--- config.mk ---
export PLATFORM = sky130hd
export DESIGN_NAME = fp_elastic_pipe_reg
export DESIGN_NICKNAME = d
export VERILOG_FILES = /design/src/rtl/fp_elastic_pipe_reg_pkg.sv /design/src/rtl/fp_elastic_pipe_reg.sv
export SDC_FILE = /design/constraint.sdc
export NUM_CORES = 1
export LEC_CHECK = 0
export BUFFER_PORTS_ARGS = -buffer_cell sky130_fd_sc_hd__buf_2
export CAP_MARGIN = 25
export CORE_MARGIN = 2
export CORE_UTILIZATION = 49
export DETAILED_ROUTE_END_ITERATION = 7
export GPL_ROUTABILITY_DRIVEN = 0
export MAX_ROUTING_LAYER = met4
export PLACE_DENSITY = 0.77
export SLEW_MARGIN = 40
export SYNTH_ARGS = -nofsm -noshare
export SYNTH_HDL_FRONTEND = slang
export SYNTH_SLANG_ARGS = --single-unit
--- constraint.sdc ---
create_clock -name clk -period 2.31 [get_ports clk]
set_input_delay 0.3465 -clock clk [delete_from_list [all_inputs] [get_ports clk]]
set_output_delay 0.3465 -clock clk [all_outputs]
set_load 0.1 [all_outputs]
--- src/rtl/fp_elastic_pipe_reg_pkg.sv ---
`default_nettype none
// ============================================================================
// Module   : fp_elastic_pipe_reg_pkg
// Purpose  : Shared definitions for the FP stage pipeline registers.
//            Holds the layout of the add->normalize stage bundle.
//            Producer and consumer stages pack and unpack through these
//            definitions only.
// Revision : 1.0  initial release
// ============================================================================
package fp_elastic_pipe_reg_pkg;

    // Add->norm bundle, MSB first.
    typedef struct packed {
        logic [1:0]  rm;
        logic        sign;
        logic [9:0]  exp10;
        logic        is_nan;
        logic        is_inf;
        logic [22:0] inf_nan_frac;
        logic [47:0] z48;
    } add_norm_bundle_t;

    localparam int ADD_NORM_W = $bits(add_norm_bundle_t);   // 86

    // Field widths
    localparam int RM_W           = 2;
    localparam int EXP10_W        = 10;
    localparam int INF_NAN_FRAC_W = 23;
    localparam int Z48_W          = 48;

    // Field LSB offsets within the packed bundle
    localparam int Z48_LSB          = 0;
    localparam int INF_NAN_FRAC_LSB = Z48_LSB + Z48_W;                   // 48
    localparam int IS_INF_BIT       = INF_NAN_FRAC_LSB + INF_NAN_FRAC_W; // 71
    localparam int IS_NAN_BIT       = IS_INF_BIT + 1;                    // 72
    localparam int EXP10_LSB        = IS_NAN_BIT + 1;                    // 73
    localparam int SIGN_BIT         = EXP10_LSB + EXP10_W;               // 83
    localparam int RM_LSB           = SIGN_BIT + 1;                      // 84

endpackage : fp_elastic_pipe_reg_pkg
`default_nettype wire

--- src/rtl/fp_elastic_pipe_reg.sv ---
`default_nettype none
// ============================================================================
// Module   : fp_elastic_pipe_reg
// Purpose  : DEPTH-entry valid/ready elastic buffer between FP datapath
//            stages. Adds a synchronous flush, a global hold and an
//            occupancy count. in_ready depends only on registered state
//            and on flush/hold. There is no out_ready -> in_ready path.
// Ports    : clk       rising-edge clock
//            clrn      asynchronous active-low reset
//            flush     synchronous discard of all entries
//            hold      freeze: no push, no pop, contents retained
//            in_valid / in_ready / in_data    producer handshake + bundle
//            out_valid / out_ready / out_data consumer handshake + bundle
//            count     entries currently stored (0..DEPTH)
// Revision : 1.0  initial release
// ============================================================================
module fp_elastic_pipe_reg
    import fp_elastic_pipe_reg_pkg::*;
#(
    parameter int DATA_W = ADD_NORM_W,
    parameter int DEPTH  = 2,
    parameter int CNT_W  = 4
) (
    input  logic              clk,
    input  logic              clrn,
    input  logic              flush,
    input  logic              hold,
    input  logic              in_valid,
    output logic              in_ready,
    input  logic [DATA_W-1:0] in_data,
    output logic              out_valid,
    input  logic              out_ready,
    output logic [DATA_W-1:0] out_data,
    output logic [CNT_W-1:0]  count
);

    localparam int               PTR_W   = (DEPTH > 1) ? $clog2(DEPTH) : 1;
    localparam logic [PTR_W-1:0] C_LAST  = PTR_W'(DEPTH - 1);
    localparam logic [CNT_W-1:0] C_DEPTH = CNT_W'(DEPTH);

    // Elaboration-time parameter sanity.
    if (DEPTH < 2 || DEPTH > 8) begin : g_bad_depth
        $error("fp_elastic_pipe_reg: DEPTH must be in 2..8");
    end
    if (CNT_W < $clog2(DEPTH + 1)) begin : g_bad_cnt_w
        $error("fp_elastic_pipe_reg: CNT_W too narrow to hold DEPTH");
    end

    logic [DATA_W-1:0] mem_q [DEPTH];
    logic [DATA_W-1:0] mem_d [DEPTH];
    logic [PTR_W-1:0]  wr_ptr_q, wr_ptr_d;
    logic [PTR_W-1:0]  rd_ptr_q, rd_ptr_d;
    logic [CNT_W-1:0]  count_q,  count_d;
    // Low while reset is asserted and until the first clock after release,
    // so in_ready stays low through reset even though count is zero.
    logic              rst_done_q, rst_done_d;

    logic push;
    logic pop;

    // Full blocks intake even if the consumer pops this cycle: the freed
    // slot is offered one cycle later, keeping out_ready off the in_ready path.
    assign in_ready  = rst_done_q & ~flush & ~hold & (count_q < C_DEPTH);
    assign out_valid = ~flush & ~hold & (count_q != '0);
    assign out_data  = mem_q[rd_ptr_q];
    assign count     = count_q;

    // Both already gated by flush/hold through in_ready/out_valid.
    assign push = in_valid & in_ready;
    assign pop  = out_valid & out_ready;

    always_comb begin
        mem_d      = mem_q;
        wr_ptr_d   = wr_ptr_q;
        rd_ptr_d   = rd_ptr_q;
        count_d    = count_q;
        rst_done_d = 1'b1;

        if (flush) begin
            // Storage is left as is; only the bookkeeping is cleared.
            wr_ptr_d = '0;
            rd_ptr_d = '0;
            count_d  = '0;
        end else begin
            if (push) begin
                mem_d[wr_ptr_q] = in_data;
                wr_ptr_d        = (wr_ptr_q == C_LAST) ? '0 : wr_ptr_q + 1'b1;
            end
            if (pop) begin
                rd_ptr_d = (rd_ptr_q == C_LAST) ? '0 : rd_ptr_q + 1'b1;
            end
            if (push && !pop) begin
                count_d = count_q + 1'b1;
            end else if (pop && !push) begin
                count_d = count_q - 1'b1;
            end
        end
    end

    always_ff @(posedge clk or negedge clrn) begin
        if (!clrn) begin
            for (int i = 0; i < DEPTH; i++) begin
                mem_q[i] <= '0;
            end
            wr_ptr_q   <= '0;
            rd_ptr_q   <= '0;
            count_q    <= '0;
            rst_done_q <= 1'b0;
        end else begin
            mem_q      <= mem_d;
            wr_ptr_q   <= wr_ptr_d;
            rd_ptr_q   <= rd_ptr_d;
            count_q    <= count_d;
            rst_done_q <= rst_done_d;
        end
    end

endmodule : fp_elastic_pipe_reg
`default_nettype wire

* Word level (Yosys, flattened, before mapping)
Cells that the tools add are included.
Operators by class: $add $sub $neg 4, multipliers 0, div/mod/pow operators 0, magnitude comparators 4, equality and inequality tests 0, shift-type cells 0, mux-type cells 15, bitwise logic cells 11, reduce and logical (&&, ||, !) cells 10
Operator list (count):
- $mux 86 | 4
- $bwmux 172 | 1
- $demux 86 s1 | 1
- $mux 4 | 3
- $and 1x1->1 | 7
- $mux 1 | 6
- $add 4x1->4 const B | 1
- $ge 2x2->1 const B | 2
- $lt 4x2->1 const B | 1
- $not 1->2 | 2
- $reduce_bool 2->1 | 2
- $reduce_bool 4->1 | 1
- $sub 4x1->4 const B | 1
- $logic_and 1x1->1 | 3
- $reduce_bool 3->1 | 1
- $add 1x1->1 const B | 2
- $logic_not 1->1 | 2
- $lt 2x1->1 const B | 1
- $not 1->1 | 2
- $reduce_and 2->1 | 1
Word-level totals: register bits 179, latch bits 0, bits in writable memories 0, bits in read-only memories 0, output and inout port bits 92, word-level logic and storage cells 50, memories kept 0

* Longest topological paths before layout
Gate-level depths: netlist of the first run.
word-level depth 10, gate-level depth with buffers 10

* Worst setup path after synthesis of the first run
Ideal clock, no wire load.
path kind flip-flop to output port, start point register count_q[3] (netlist: count[3]), end point output port in_ready, data arrival time 3417 ps, setup slack -1454 ps, cell stages (with the launch flop) 3, path through dfrtp_1 > or3_4 > nor3_1
On the way: longest elaborated chain between the ends 2
RTL lines:
- from (decl) | line fp_elastic_pipe_reg.sv:53 | logic [CNT_W-1:0] count_q, count_d;
- from (signal assigned) | line fp_elastic_pipe_reg.sv:113 | count_q <= count_d;
- $lt 4x2->1 | line fp_elastic_pipe_reg.sv:63 | assign in_ready = rst_done_q & ~flush & ~hold & (count_q < C_DEPTH);
- $and 1x1->1 | line fp_elastic_pipe_reg.sv:63
- to (decl) | line fp_elastic_pipe_reg.sv:29 | output logic in_ready,
Every way passes these cells.

* Worst setup path in the final report of the first run
start point register count_q[2] (netlist: count[2]), end point register count_q[3] (netlist: count[3])
On the way: longest elaborated chain between the ends 7
RTL lines:
- parallel branches: the longest is 7 deep, another holds $lt 4x2->1
Parallel ways; which one is timed is not known. The select of a mux whose other input is x is not followed. A chain may end at the register's enable or synchronous reset.

==> reports/metrics.yaml, run 1 <==
run_status:
  status: "finished, violations left"
  violations: "setup timing"
timing:
  fmax_mhz: 425
  hold_viol: 0
  fin_skew_ns: 0.00705
  hold_ws_ns: 0.146
  min_period_ns: 2.35
  grt_setup_unrepaired: "yes"
  slew_viol_final: 0
  fin_ws_ns: -0.0440
  slew_headroom: 0.654
  finalSetupViolCount: 1
  tightest_slew_ns: 0.519
  min_period_over_period: 1.02
global_route:
  antenna_found_initial: 0
  grt_pass1_wl_um: 25300
  grt_max_degree: 63
  grt_pass1_vias: 5226
  grtUsageTotal: 0.198
  overflow: 0
floorplanning:
  core_region_area_um2: 15800
  start_util: 0.497
  dieWidth_um: 130
  pin_count: 184
  num_rows: 46
  die_y_um: 130
  dieArea_um2: 17000
critical_path:
  reg2reg_depth: 8
  end_kind: "flop"
  required_ns: 2.65
  start_kind: "flop"
  arrival_ns: 2.69
  r2r_slack_ns: -0.04
  path_class: "flop to flop"
  cp_max_fo: 3
logic_synthesis:
  synth_cells: 505
  ys.flop_type: "dfrtp_1"
  yosys-top-cells-area: "dfrtp_1 57%, mux2_2 34%, mux2_1 3.0%, buf_6 0.72%, buf_2 0.51%"
  synth_top_area_cell: "dfrtp_1"
  syn_nets: 600
  yosysSeqAreaShare: 0.571
  netlist_area_um2: 7840
  ys_async_sr_fraction: 1.00
  post_synth.cell_area_avg_um2: 15.5
  yosysUniqueCellTypes: 30
  synth.yosys.warnings: 0
  ys_seq_elements: 179
  yosys.area.top_type_share: 0.571
  synth_edf_count: 0
placed_design:
  numPortBuffers: 183
  dpl.cell_count: 894
  dp_hpwl_um: 11200
  dpl_cell_area_um2: 9160
layout:
  final_cells: 930
  num-nets-final: 796
  n_antenna_cell: 0
  drive_gt1_frac: 0.683
  final_area_um2: 9780
  layout_commonest_cell: "mux2_2"
  mostFrequentLayoutCells: "237 x mux2_2, 181 x buf_2, 174 x dfrtp_1"
  area_delta_synth_final_pct: 24.8
  fill_cells: 1237
drt:
  drt-initial-drc-count: 207
  wl_per_cell_um: 17.2
  drt-total-wl_um: 16000
  dr_total_vias: 4749
  via_per_inst: 5.11
  drc: 0
  first_pass_iters: 4
  antenna_left: 0
clock_tree:
  clk_latency_ns: 0.42
  clock-root-buffer: "clkbuf_16"
  cts_tree: "built"
  cts_max_level: 4
  clock_path_buffers: 2
  cts_sinks: 179
  clkSlewWorstSetupHoldPaths_ns: 0.06
  numCtsBuffers: 17
flow_run:
  maxCapViolCount: 0
hold_path:
  min_path_cells: 2
  hp-class: "input port to flop"
[routing by layer]
layer  vias to the layer above  part of all wire  global-route usage
met3                        25             0.062              0.0521
li1                       2196                 -                   -
met1                      2391              0.43               0.235
met4                         0             0.015              0.0638
met5                         -                 0                   -
met2                       137              0.50               0.331
[synth_stat cells (2+ instances only)]
library cell and instances:
mux2_2 237, nand2_1 5, xor2_1 3, inv_1 4, buf_2 8, dfrtp_1 179, buf_6 5, mux2i_1 3
buf_1 4, buf_4 3, ha_1 2, clkbuf_1 10, nor2_1 2, mux2_1 21, nand2b_1 4
[layout make-up]
type / count / area [um^2] / share of cell area
tap: 216 / 270 / 0.0276
multi-input combinational: 292 / 3240 / 0.331
clock inverter: 11 / 108 / 0.0110
sequential: 179 / 4490 / 0.459
timing repair buffer: 207 / 1210 / 0.124
inverter: 4 / 15.0 / 0.00153
clock buffer: 21 / 450 / 0.0460
[path summary, 6_finish.rpt]
| check | startpoint | end |
|---|---|---|
| hold reg to reg | mem_q[101]$_DFFE_PN0P_ | mem_q[101]$_DFFE_PN0P_ |
| setup / recovery | count[2]$_DFFE_PN0P_ | count[3]$_DFFE_PN0P_ |
| min in group asynchronous | clrn | mem_q[151]$_DFFE_PN0P_ |
| hold / removal | in_data[66] | mem_q[66]$_DFFE_PN0P_ |
| max in group asynchronous | clrn | count[3]$_DFFE_PN0P_ |
| setup reg to reg | count[2]$_DFFE_PN0P_ | count[3]$_DFFE_PN0P_ |
[critical path, stage by stage (launching register included)]
cell and delay [ns]:
dfrtp_4 0.47, or3_4 0.42, nor3_4 0.20, nand2_2 0.12, ha_4 0.24, a21oi_2 0.12, nand2_1 0.08, or4_4 0.43
a31oi_4 0.19
[per-stage QoR]
stage | setup TNS [ns] | setup slack (ns) | utilization
detailed placement | -0.0922 | -0.0922 | 0.581
CTS | -0.0440 | -0.0440 | 0.619
floorplan | -0.340 | -0.191 | -
global placement | 0 | 0.0787 | 0.581
finish | -0.0440 | -0.0440 | 0.620
global route | -0.126 | -0.117 | 0.620
[repair_timing]
action | CTS | global route
resized for setup | 3 | 3
buffers inserted | 3 | 0
endpoints found under the setup margin | 2 | 2
hold buffers | 1 | 0
endpoints found under the hold margin | 43 | 0
pin swaps | 5 | 5
[kinds of logic after synthesis]
logic type,synth area share
AOI/OAI and AO/OA,0.00303
DFF,0.571
muxes,0.374
xor gates and xnor gates,0.00335
adders and majority gates,0.00575
other,0.000478
buffers and inverters,0.0238
and+or+nand+nor,0.0177
[state kept, by name (all words and copies together) (netlist names)]
signal / count
count: 4
mem_q: 172
wr_ptr_q: 1
rd_ptr_q: 1
rst_done_q: 1
Power of run 1 is not shown: default switching activity piles up to over one toggle a cycle in this logic, so the estimate is an artifact.
==> inputs of run 2 (changes only) <==
- ABC_AREA: default -> 1
- PLACE_DENSITY: 0.77 -> 0.76
==> reports/metrics.yaml, run 2 <==
run_status:
  status: "finished, final reports clean"
timing:
  min_period_ns: 2.27
  grt_setup_unrepaired: "yes"
  tightest_slew_ns: 0.603
  hold_viol: 0
  min_period_over_period: 0.981
  fmax_mhz: 441
  slew_headroom: 0.598
  slew_viol_final: 0
  finalSetupViolCount: 0
  fin_skew_ns: 0.00885
drt:
  first_pass_iters: 5
  antenna_left: 0
  via_per_inst: 5.07
  drt-total-wl_um: 19900
  drc: 0
  dr_total_vias: 6981
  wl_per_cell_um: 14.5
  drt-initial-drc-count: 621
flow_run:
  maxCapViolCount: 0
global_route:
  overflow: 0
  grtUsageTotal: 0.242
  grt_max_degree: 83
  grt_pass1_wl_um: 33500
  antenna_found_initial: 1
  grt_pass1_vias: 6765
critical_path:
  reg2reg_depth: 13
  arrival_ns: 1.92
  cpMaxStageDelayCell: "dfrtp_4"
  start_kind: "flop"
  cp_num_buf_inv: 1
  r2r_slack_ns: 0.28
  cp_max_fo: 34
  reg2reg_from: "count[3]$_DFFE_PN0P_"
  r2r-end: "count[3]$_DFFE_PN0P_"
  cp_top_family: "flip-flops"
  critPathMaxStageDelay_ns: 0.65
  crit_path_cell_trace: "o21ai_0 -> buf_2"
  required_ns: 1.96
  end_kind: "primary output"
  path_class: "flop to primary output"
layout:
  top_register: "mem_q"
  area_delta_synth_final_pct: 32.7
  multi_input_area_um2: 2940
  final-seq-area_um2: 4490
  mostFrequentLayoutCells: "361 x nand2_1, 175 x dfrtp_1, 136 x o21ai_0"
  drive_gt1_frac: 0.225
  largest_register_ffs: 172
  layout_commonest_cell: "nand2_1"
  final_area_um2: 10600
  num-nets-final: 1241
  fill_cells: 1265
  fin_util: 0.668
floorplanning:
  num_rows: 46
  dieWidth_um: 132
  dieArea_um2: 17400
  pin_count: 184
  die_y_um: 132
  start_util: 0.503
  core_region_area_um2: 15900
clock_tree:
  post_cts_buffers: 0
  cts_max_level: 4
  cts_tree: "built"
  cts_sinks: 179
  numCtsBuffers: 17
  clk_latency_ns: 0.42
  clock_path_buffers: 2
  clkSlewWorstSetupHoldPaths_ns: 0.07
  clock-root-buffer: "clkbuf_16"
logic_synthesis:
  yosysMostFrequentCell: "nand2_1"
  yosysSeqAreaShare: 0.558
  ys.flop_type: "dfrtp_1"
  yosysUniqueCellTypes: 23
  netlist_area_um2: 8020
  ys_async_sr_fraction: 1.00
  syn_nets: 1083
  synth.yosys.warnings: 0
  yosys-top-cells-count: "361 x nand2_1, 190 x o21ai_0, 179 x dfrtp_1, 95 x inv_1, 70 x o21ai_1"
  synth_cells: 988
  ys_seq_elements: 179
  post_synth.cell_area_avg_um2: 8.12
  synth_top_area_cell: "dfrtp_1"
  yosys-top-cells-area: "dfrtp_1 56%, nand2_1 17%, o21ai_0 12%, inv_1 4.4%, o21ai_1 4.4%"
  yosys.area.top_type_share: 0.558
  synth_edf_count: 0
hold_path:
  min_from: "in_data[30]"
  min_path_cells: 3
  hp-class: "input port to flop"
  min_to: "mem_q[30]$_DFFE_PN0P_"
placed_design:
  dp_hpwl_um: 12800
  numPortBuffers: 183
  dpl_cell_area_um2: 9910
==> run 2: cell types whose count changed in the layout (fill, tap and decap cells not counted), moves of 21 or more <==
cell     change
buf_12      +46
buf_2       -72
inv_1       +90
mux2_1      -21
mux2_2     -237
nand2_1    +358
o21ai_0    +135
o21ai_1    +111
==> run 2: worst max-delay path by stage <==
stage	startpoint	slack, ns	to	cells after the start
floorplan	rd_ptr_q$_DFFE_PN0P_	-0.90	out_data[20]	3
global placement	flush	0.37	count[3]$_DFFE_PN0P_	14
detailed placement	flush	0.25	count[3]$_DFFE_PN0P_	14
CTS	rd_ptr_q$_DFFE_PN0P_	0.0004	out_data[71]	3
global route	rd_ptr_q$_DFFE_PN0P_	-0.007	out_data[57]	4
finish	rd_ptr_q$_DFFE_PN0P_	0.04	out_data[26]	2
==> run 2: cell type report <==
cell class,instances,area share
Sequential cell,179,0.422
Clock inverter,14,0.0174
Inverter,96,0.0338
Clock buffer,18,0.0412
Tap cell,216,0.0254
Multi-Input combinational cell,649,0.276
Antenna cell,1,0.000235
Timing Repair Buffer,203,0.184
==> run 2: cells by family after synthesis <==
family	share of synthesized area
adders and majority gates	0.00561
xor gates and xnor gates	0.00109
AOI/OAI and AO/OA	0.163
buffers and inverters	0.0855
other	0.000467
and+or+nand+nor	0.186
DFF	0.558
==> run 2: what timing repair did <==
item,in CTS,in global routing
gates resized for setup,26,40
hold endpoints to repair,59,0
endpoints found under the setup margin,26,35
hold buffers,1,0
==> run 2: layer usage <==
layer,GRT usage,wire length [um],vias up
met1,0.320,8860,3293
li1,-,-,3443
met2,0.385,9700,228
met5,-,0,-
met4,0.0580,223,0
met3,0.0527,1160,17
==> run 2: worst reg2reg max path, cell delays in order (launching register included) <==
cell and delay [ns]:
dfrtp_4 0.50, nor2_2 0.14, nand2_1 0.10, nor2_4 0.15, nand3_4 0.16, ha_1 0.32
nand3_1 0.11, nand3_1 0.08, nand2_1 0.06, nand2_1 0.06, inv_1 0.06, nand2_1 0.05
nand3_1 0.08, nand2_1 0.06
==> run 2: per-stage QoR <==
| stage | setup WS (ns) | hold WS [ns] | cells | setup TNS [ns] |
|---|---|---|---|---|
| global placement | 0.371 | 0.380 | 1342 | 0 |
| floorplan | -0.897 | 0.0509 | 988 | -54.55 |
| finish | 0.0440 | 0.135 | 1376 | 0 |
| detailed placement | 0.246 | 0.381 | 1342 | 0 |
| CTS | 0.000390 | 0.122 | 1375 | 0 |
| global route | -0.00724 | 0.128 | 1376 | -0.0175 |
Power of run 2 is left out for the same reason.
==> inputs of run 3 (changes only) <==
- CORE_ASPECT_RATIO: default -> 0.5
==> reports/metrics.yaml, run 3 (same netlist as run 2, synthesis figures left out) <==
run_status:
  status: "finished, final reports clean"
hold_path:
  min_path_cells: 3
  hp-class: "input port to flop"
floorplanning:
  num_rows: 33
  dieArea_um2: 17500
  pin_count: 184
  core_region_area_um2: 16200
  dieWidth_um: 185
  start_util: 0.496
  die_y_um: 94.5
timing:
  hold_viol: 0
  fmax_mhz: 446
  slew_viol_final: 0
  finalSetupViolCount: 0
  slew_headroom: 0.650
  tightest_slew_ns: 0.524
  fin_skew_ns: 0.0124
  min_period_over_period: 0.971
  min_period_ns: 2.24
  setup_tns_ns: 0
  grt_setup_unrepaired: "no"
global_route:
  overflow: 0
  antenna_found_initial: 0
  grt_pass1_vias: 6702
  grtUsageTotal: 0.236
  grt_pass1_wl_um: 31800
  grt_max_degree: 95
critical_path:
  cp_top_family: "flip-flops"
  arrival_ns: 1.90
  cp_common_cell: "buf_12"
  cpMaxStageDelayCell: "dfrtp_4"
  end_kind: "primary output"
  start_kind: "flop"
  cp_num_buf_inv: 2
  crit_path_cell_trace: "buf_12 -> o21ai_0 -> buf_12"
  cp_max_fo: 89
  required_ns: 1.96
  critical_path_depth: 3
  path_class: "flop to primary output"
  reg2reg_depth: 13
  critPathMaxStageDelay_ns: 0.52
drt:
  dr_total_vias: 6996
  drt-initial-drc-count: 422
  first_pass_iters: 5
  drc: 0
  antenna_left: 0
  drt-total-wl_um: 19100
  wl_per_cell_um: 13.9
  via_per_inst: 5.07
clock_tree:
  clock-root-buffer: "clkbuf_16"
  clkSlewWorstSetupHoldPaths_ns: 0.06
  numCtsBuffers: 17
  cts_max_level: 4
  post_cts_buffers: 0
  cts_tree: "built"
  clk_latency_ns: 0.42
  clock_path_buffers: 2
  cts_sinks: 179
layout:
  top_register: "mem_q"
  mostFrequentLayoutCells: "361 x nand2_1, 175 x dfrtp_1, 164 x o21ai_0"
  layout_commonest_cell: "nand2_1"
  final_cells: 1381
  final_area_um2: 10600
  largest_register_ffs: 172
  n_antenna_cell: 0
  fin_util: 0.654
  area_delta_synth_final_pct: 32.0
  num-nets-final: 1236
  drive_gt1_frac: 0.221
placed_design:
  dpl.cell_count: 1348
  numPortBuffers: 183
  dpl_cell_area_um2: 9940
  dp_hpwl_um: 12400
flow_run:
  maxCapViolCount: 0
[run 3: cell types whose count changed in the layout (fill, tap and decap cells not counted), sizes merged]
cell,previous run,this run
clkinv,6,4
clkbuf,23,21
diode,1,0
buf,197,194
inv,97,101
clkinvlp,3,1
[run 3: final timing paths]
kind	startpoint	end	slack, ns
max reg2reg	count[3]$_DFFE_PN0P_	count[3]$_DFFE_PN0P_	0.30
min reg2reg	mem_q[75]$_DFFE_PN0P_	mem_q[75]$_DFFE_PN0P_	0.49
min	in_data[82]	mem_q[82]$_DFFE_PN0P_	0.15
max	rd_ptr_q$_DFFE_PN0P_	out_data[65]	0.07
min in group asynchronous	clrn	mem_q[20]$_DFFE_PN0P_	0.42
max in group asynchronous	clrn	mem_q[113]$_DFFE_PN0P_	1.16
[run 3: final cells by class]
| type | count | area [um^2] |
|---|---|---|
| fillers | 1322 | 5590 |
| flip-flops and latches | 179 | 4490 |
| multi-input cells | 649 | 2940 |
| repair buffers | 198 | 1880 |
| clock buffers | 18 | 439 |
| inverters | 96 | 360 |
| well taps | 227 | 284 |
| clock inverters | 14 | 199 |
[run 3: through the flow]
stage / setup WS, ns / hold WS (ns)
after CTS: 0.0242 / 0.126
final: 0.0676 / 0.148
after global placement: 0.369 / 0.306
after global routing: 0.00876 / 0.136
after detailed placement: 0.280 / 0.313
after floorplan: -0.897 / 0.0509
[run 3: per-layer routing]
layer / vias up / GRT usage / share of wire
met2: 171 / 0.392 / 0.50
met1: 3378 / 0.299 / 0.44
met4: 0 / 0.0787 / 0.015
met5: - / - / 0
met3: 22 / 0.0382 / 0.045
li1: 3425 / - / -
[run 3: repair_timing]
| action | 4_1_cts | 5_1_grt |
|---|---|---|
| endpoints found under the setup margin | 0 | 3 |
| gates resized for setup | 0 | 3 |
| hold buffers | 1 | 0 |
| hold endpoints to repair | 42 | 0 |
[run 3: worst reg2reg max path, delay by kind of cell, from the launching register on]
kind                       cells  cell delay, ns
adders and majority gates      1            0.31
DFF                            1            0.51
buffers and inverters          1            0.07
and+or+nand+nor               11            1.04
Power of run 3 is left out for the same reason.
